--- src/rtl/stopwatch_lap_ctrl.sv ---
// Stopwatch / count-down timer core with a BCD time cascade (hh:mm:ss.mmm)
// and a first-word-fall-through lap-capture FIFO.
//
// Digit packing of every 36-bit time bus, MSB first:
//   {h1, h0, m1, m0, s1, s0, ms2, ms1, ms0}, 4 bits per digit.
//
// All control inputs are single-cycle pulses. Each pulse acts on the falling
// edge of NEclk that samples it. There is no valid/ready backpressure. The
// effect is visible on the registered outputs after that edge. On a single
// edge the priority is reset > clear > load > start_stop > tick.
module stopwatch_lap_ctrl #(
    parameter int CLK_HZ    = 50000000,
    parameter int TICK_HZ   = 1000,
    parameter int LAP_DEPTH = 8,
    parameter int HR_MAX    = 99
) (
    input  logic                         NEclk,
    input  logic                         reset,
    input  logic                         start_stop,
    input  logic                         clear,
    input  logic                         load,
    input  logic                         mode_down,
    input  logic [35:0]                  preset_bcd,
    input  logic                         lap,
    input  logic                         lap_rd,
    output logic [35:0]                  live_bcd,
    output logic                         running,
    output logic                         expired,
    output logic [35:0]                  lap_bcd,
    output logic                         lap_empty,
    output logic                         lap_full,
    output logic                         lap_ovf,
    output logic [$clog2(LAP_DEPTH):0]   lap_count
);

    localparam int DIV = CLK_HZ / TICK_HZ;
    localparam int PW  = $clog2(DIV);
    localparam int AW  = $clog2(LAP_DEPTH);
    localparam int CW  = AW + 1;

    localparam logic [PW-1:0] PRE_LAST = PW'(DIV - 1);
    localparam logic [3:0]    HR_H1    = 4'(HR_MAX / 10);
    localparam logic [3:0]    HR_H0    = 4'(HR_MAX % 10);
    localparam logic [35:0]   MAX_BCD  = {HR_H1, HR_H0, 4'd5, 4'd9, 4'd5, 4'd9,
                                          4'd9, 4'd9, 4'd9};

    // Largest legal value of digit i below the hours field (s1 and m1 are tens of 60).
    function automatic logic [3:0] digit_max(input int i);
        return (i == 4 || i == 6) ? 4'd5 : 4'd9;
    endfunction

    logic [PW-1:0]      presc;
    logic [8:0][3:0]    cur;
    logic [8:0][3:0]    pre;
    logic [8:0][3:0]    up_val;
    logic [8:0][3:0]    dn_val;
    logic [8:0][3:0]    clamp_val;
    logic               ss_ok;

    assign cur = live_bcd;
    assign pre = preset_bcd;

    // A start press is refused when stopped in down mode with nothing left to count.
    assign ss_ok = running || !mode_down || (live_bcd != 36'd0);

    // One-tick increment with carries through ms, s, min and hours in a single edge.
    always_comb begin
        logic carry;
        up_val = cur;
        carry  = 1'b1;
        for (int i = 0; i < 7; i++) begin
            if (carry) begin
                if (cur[i] == digit_max(i)) begin
                    up_val[i] = 4'd0;
                end else begin
                    up_val[i] = cur[i] + 4'd1;
                    carry     = 1'b0;
                end
            end
        end
        if (carry) begin
            if (cur[7] == 4'd9) begin
                up_val[7] = 4'd0;
                up_val[8] = cur[8] + 4'd1;
            end else begin
                up_val[7] = cur[7] + 4'd1;
            end
        end
    end

    // One-tick decrement with borrows through the same field limits.
    always_comb begin
        logic borrow;
        dn_val = cur;
        borrow = 1'b1;
        for (int i = 0; i < 7; i++) begin
            if (borrow) begin
                if (cur[i] == 4'd0) begin
                    dn_val[i] = digit_max(i);
                end else begin
                    dn_val[i] = cur[i] - 4'd1;
                    borrow    = 1'b0;
                end
            end
        end
        if (borrow) begin
            if (cur[7] == 4'd0) begin
                dn_val[7] = 4'd9;
                dn_val[8] = cur[8] - 4'd1;
            end else begin
                dn_val[7] = cur[7] - 4'd1;
            end
        end
    end

    // Clamp each preset digit to its field maximum; hours are clamped as a whole to HR_MAX.
    always_comb begin
        logic [3:0] h1c;
        logic [3:0] h0c;
        int         hours;
        clamp_val = pre;
        for (int i = 0; i < 7; i++) begin
            clamp_val[i] = (pre[i] > digit_max(i)) ? digit_max(i) : pre[i];
        end
        h1c   = (pre[8] > 4'd9) ? 4'd9 : pre[8];
        h0c   = (pre[7] > 4'd9) ? 4'd9 : pre[7];
        hours = int'(h1c) * 10 + int'(h0c);
        if (hours > HR_MAX) begin
            clamp_val[8] = HR_H1;
            clamp_val[7] = HR_H0;
        end else begin
            clamp_val[8] = h1c;
            clamp_val[7] = h0c;
        end
    end

    // Time base, run flag and time register; prescaler only moves on plain running edges.
    always_ff @(negedge NEclk) begin
        if (reset) begin
            live_bcd <= 36'd0;
            running  <= 1'b0;
            expired  <= 1'b0;
            presc    <= '0;
        end else begin
            expired <= 1'b0;
            if (clear) begin
                live_bcd <= 36'd0;
                running  <= 1'b0;
                presc    <= '0;
            end else if (load && !running) begin
                live_bcd <= clamp_val;
                presc    <= '0;
            end else if (start_stop) begin
                if (ss_ok) begin
                    running <= ~running;
                end
            end else if (running) begin
                if (presc == PRE_LAST) begin
                    presc <= '0;
                    if (mode_down) begin
                        if (live_bcd == 36'd0) begin
                            running <= 1'b0;
                            expired <= 1'b1;
                        end else begin
                            live_bcd <= dn_val;
                            if (dn_val == '0) begin
                                running <= 1'b0;
                                expired <= 1'b1;
                            end
                        end
                    end else if (live_bcd == MAX_BCD) begin
                        running <= 1'b0;
                        expired <= 1'b1;
                    end else begin
                        live_bcd <= up_val;
                    end
                end else begin
                    presc <= presc + PW'(1);
                end
            end
        end
    end

    // ---------------- lap FIFO ----------------
    logic [35:0]   mem [LAP_DEPTH];
    logic [AW-1:0] wr_ptr;
    logic [AW-1:0] rd_ptr;
    logic [AW-1:0] rd_next;
    logic [CW-1:0] count_next;
    logic          do_wr;
    logic          do_rd;

    assign lap_empty  = (lap_count == '0);
    assign lap_full   = (lap_count == CW'(LAP_DEPTH));
    assign do_rd      = lap_rd && !lap_empty;
    assign do_wr      = lap && (!lap_full || lap_rd);
    assign rd_next    = rd_ptr + AW'(do_rd);
    assign count_next = lap_count + CW'(do_wr) - CW'(do_rd);

    // Lap storage; captures the time as registered before this edge's tick.
    always_ff @(negedge NEclk) begin
        if (do_wr && !reset && !clear) begin
            mem[wr_ptr] <= live_bcd;
        end
    end

    // FIFO pointers, occupancy, sticky overflow and the registered head word.
    always_ff @(negedge NEclk) begin
        if (reset || clear) begin
            wr_ptr    <= '0;
            rd_ptr    <= '0;
            lap_count <= '0;
            lap_ovf   <= 1'b0;
            lap_bcd   <= 36'd0;
        end else begin
            if (do_wr) begin
                wr_ptr <= wr_ptr + AW'(1);
            end
            rd_ptr    <= rd_next;
            lap_count <= count_next;
            if (lap && lap_full && !lap_rd) begin
                lap_ovf <= 1'b1;
            end
            if (count_next == '0) begin
                lap_bcd <= 36'd0;
            end else if (do_wr && (rd_next == wr_ptr)) begin
                lap_bcd <= live_bcd;
            end else begin
                lap_bcd <= mem[rd_next];
            end
        end
    end

endmodule

--- config.mk ---
export PLATFORM = sky130hd
export DESIGN_NAME = stopwatch_lap_ctrl
export DESIGN_NICKNAME = d
export VERILOG_FILES = /design/src/rtl/stopwatch_lap_ctrl.sv
export SDC_FILE = /design/constraint.sdc
export NUM_CORES = 1
export LEC_CHECK = 0
export CORE_AREA = 2 2 191 193
export DETAILED_ROUTE_END_ITERATION = 10
export DIE_AREA = 0 0 193 195
export GPL_TIMING_DRIVEN = 0
export PLACE_DENSITY_LB_ADDON = 0.05
export REMOVE_ABC_BUFFERS = 1
export SLEW_MARGIN = 25
export SYNTH_ARGS = -nofsm -noshare
export SYNTH_HDL_FRONTEND = slang
export SYNTH_SLANG_ARGS = --single-unit
--- constraint.sdc ---
create_clock -name NEclk -period 14.6 [get_ports NEclk]
set_input_delay 2.92 -clock NEclk [delete_from_list [all_inputs] [get_ports NEclk]]
set_output_delay 2.92 -clock NEclk [all_outputs]
set_load 0.05 [all_outputs]
==> impl_metrics.json <==
{
  "run_status": "completed",
  "initial_core_util_pct": 49.7,
  "cp.depth": 14,
  "cp-endpoint": "lap_bcd[14]",
  "coreArea_um2": 35400,
  "rsz0062_at_grt": "no",
  "synth_fa_ha_area_share_pct": 1.83,
  "cp_slowest_cell": "nor4_2",
  "drcViolationCount": 0,
  "critPathMaxFanout": 7,
  "ctsResizeCount": 0,
  "crit_start": "lap_rd",
  "synthTopCellsByCount": "288 x edfxtp_1, 141 x nor2_1, 101 x dfxtp_1, 73 x mux4_2, 71 x clkbuf_1",
  "postLayoutCoreUtil_pct": 63.9,
  "cts_max_level": 2,
  "path_cells": "clkdlybuf4s50_1 > o21ai_1 > ha_1 > inv_1 > ha_1 > a21o_1 > a21oi_1 > xnor2_1 > nor2_1 > nor4_2 > buf_2 > buf_2 > buf_2 > a211oi_1",
  "nets": 1897,
  "diodes": 0,
  "crit_required_ns": 7.76,
  "r2r_start": "lap_count[2]",
  "pin_count": 125,
  "cts_setup_buffers": 0,
  "finalSetupViolCount": 0,
  "dieWidth_um": 193,
  "yosys.area_share.simple_pct": 10.8,
  "synth_ff_type": "edfxtp_1",
  "detail_route.first_pass.iterations": 5,
  "setup_tns_ns": 0,
  "cts_sinks": 389,
  "p_per_area_nw_per_um2": 139,
  "grt_pass1_vias": 13700,
  "p_leak_nw": 9.21,
  "place_hpwl_mm": 28.4,
  "syn_inst": 1325,
  "synth_top_area_share_pct": 49.2,
  "rr_worst_depth": 16,
  "syn-mean-instance-area_um2": 13.3,
  "slew_headroom_pct": 30.1,
  "num_rows": 69,
  "synth-seq-cells": 389,
  "hold_class": "flop to flop",
  "die-area_um2": 37600,
  "finClkSkew_ns": 0.0330,
  "hold_viol": 0,
  "synth_top_family_by_area": "multiplexers",
  "synth_edf_count": 288,
  "r2r-end": "lap_bcd[14]",
  "cts_tree": "yes",
  "insertion_delay_ns": 0.61,
  "grt_max_degree": 43,
  "critPathArrivalTime_ns": 6.69,
  "cp_common_cell": "buf_2",
  "grt_pass1_wl_mm": 69.4,
  "end_kind": "flop",
  "crit_buf_inv": 5,
  "vias": 13000,
  "routedWlPerCell_um": 18.9,
  "synth.distinct_cells": 84,
  "synth_seq_area_share_pct": 60.7,
  "routed_wl_mm": 43.8,
  "drt_iter0_drc": 752,
  "overflow": 0,
  "cts_made_buffers": 44,
  "cap_violations": 0,
  "worst_slew_pin_slew_ns": 1.04,
  "yosys_warnings": 0,
  "cts_hold_buf": 0,
  "crit_family": "buffers and inverters",
  "crit_type": "input pin to flop",
  "port_buffers": 124,
  "synthMuxAreaShare_pct": 12.3,
  "async_flop_share_pct": 0,
  "antenna_found_initial": 0,
  "area_growth_syn_to_layout_pct": 28.5,
  "synth_area_leaders": "edfxtp_1 49%, dfxtp_1 11%, mux4_2 9.3%, nor2_1 3.0%, mux2i_1 2.7%",
  "fin_cells": 2318,
  "place_congestion": 0.855,
  "reg2reg_setup_slack_ns": 10.55,
  "synth_compound_gate_area_share_pct": 10.2,
  "clk_pin_slew_ns": 0.03,
  "synth_area_um2": 17600,
  "fp.dieH_um": 195,
  "detail-route-antenna-nets": 0,
  "peakVddDrop_v": 0.000106,
  "clockBufferDepth": 3,
  "cp-start-kind": "input pin",
  "synth-xor-area-share_pct": 1.39,
  "slew_viol_final": 0,
  "routed_via_density": 5.60,
  "yosysTopAreaCell": "edfxtp_1",
  "placed_cells": 1856,
  "synth_most_common_cell": "edfxtp_1",
  "critPathMaxStageDelay_ns": 0.82,
  "grt_usage_pct": 23.8,
  "drive_gt1_share_pct": 11.7,
  "cts_root_buffer": "clkbuf_16"
}
[cell families (layout without fill, tap and decap cells)]
| logic type | count (synthesis) | count (layout) |
|---|---|---|
| xor gates and xnor gates | 28 | 28 |
| muxes | 125 | 125 |
| AOI/OAI and AO/OA | 256 | 256 |
| buffers and inverters | 125 | 657 |
| and+or+nand+nor | 378 | 378 |
| DFF | 389 | 389 |
| adders and majority gates | 24 | 24 |
[state kept, by name (all words and copies together) (netlist names), 3 cells and up]
signal and flops:
live_bcd 36, mem 288, rd_ptr 3, lap_bcd 36, presc 16, wr_ptr 3
lap_count 4
[layout by cell type, fill, tap and decap left out, types with 14 or more instances in the layout]
master             n
buf_16            14
nor3_1            23
a211oi_1          52
a21oi_1           45
nand3_1           34
mux4_2            73
nor2b_1           16
a31oi_1           15
ha_1              19
o21ai_0           46
edfxtp_1         288
inv_1            428
clkdlybuf4s50_1  123
dfxtp_1          101
nor2_1           134
xor2_1            15
nand4_1           17
nand2_1           57
mux2i_1           48
clkbuf_16         45
[cell type report]
| type | instances | area (um^2) |
|---|---|---|
| fill | 2832 | 12800 |
| sequential | 389 | 10700 |
| multi-input combinational | 811 | 6550 |
| timing repair buffer | 167 | 1940 |
| clock inverter | 418 | 1650 |
| clock buffer | 45 | 1130 |
| tap | 461 | 577 |
| inverter | 27 | 101 |
[through the flow]
stage	cell area (um^2)	worst slack [ns]	hold slack, ns	power, mW
finish	22600	1.07	0.470	3.14
global route	22600	0.837	0.522	3.35
CTS	22600	1.08	0.476	3.19
detailed placement	19800	0.479	0.469	1.88
global placement	19000	-5.20	0.453	1.88
floorplan	17200	-1.18	0.472	1.73
[power by group]
group / total [mW] / switching (mW) / internal, mW
Sequential: 1.25 / 0.0313 / 1.22
Combinational: 0.458 / 0.269 / 0.189
Clock: 1.43 / 0.694 / 0.733
[worst reg2reg max path, cell delays in order, from the launching register on]
cell and delay, ns:
dfxtp_1 0.30, inv_1 0.09, ha_1 0.15, nand2_1 0.06, o21ai_1 0.42, ha_1 0.29
inv_1 0.06, ha_1 0.27, a21o_1 0.17, a21oi_1 0.18, xnor2_1 0.14, nor2_1 0.08
nor4_2 0.82, buf_2 0.35, buf_2 0.24, buf_2 0.23, a211oi_1 0.07
[worst min path at each step]
| stage | depth (start not counted) | slack [ns] | end | startpoint |
|---|---|---|---|---|
| 2_1_floorplan | 2 | 0.47 | presc[15] | presc[15] |
| 3_3_place_gp | 2 | 0.45 | lap_ovf | lap_ovf |
| 3_5_place_dp | 2 | 0.47 | lap_ovf | lap_ovf |
| 4_1_cts | 2 | 0.48 | lap_ovf | lap_ovf |
| 5_1_grt | 2 | 0.52 | lap_ovf | lap_ovf |
| 6_report | 2 | 0.47 | lap_ovf | lap_ovf |
[routing by layer]
| metal | global-route usage, % | vias to the layer above | wire (um) |
|---|---|---|---|
| li1 | - | 6163 | - |
| met2 | 36.1 | 355 | 21100 |
| met4 | 10.6 | 0 | 752 |
| met5 | 0 | - | 0 |
| met3 | 7.49 | 62 | 2290 |
| met1 | 31.4 | 6408 | 19600 |
No activity file was read; power rests on OpenSTA's default activity.
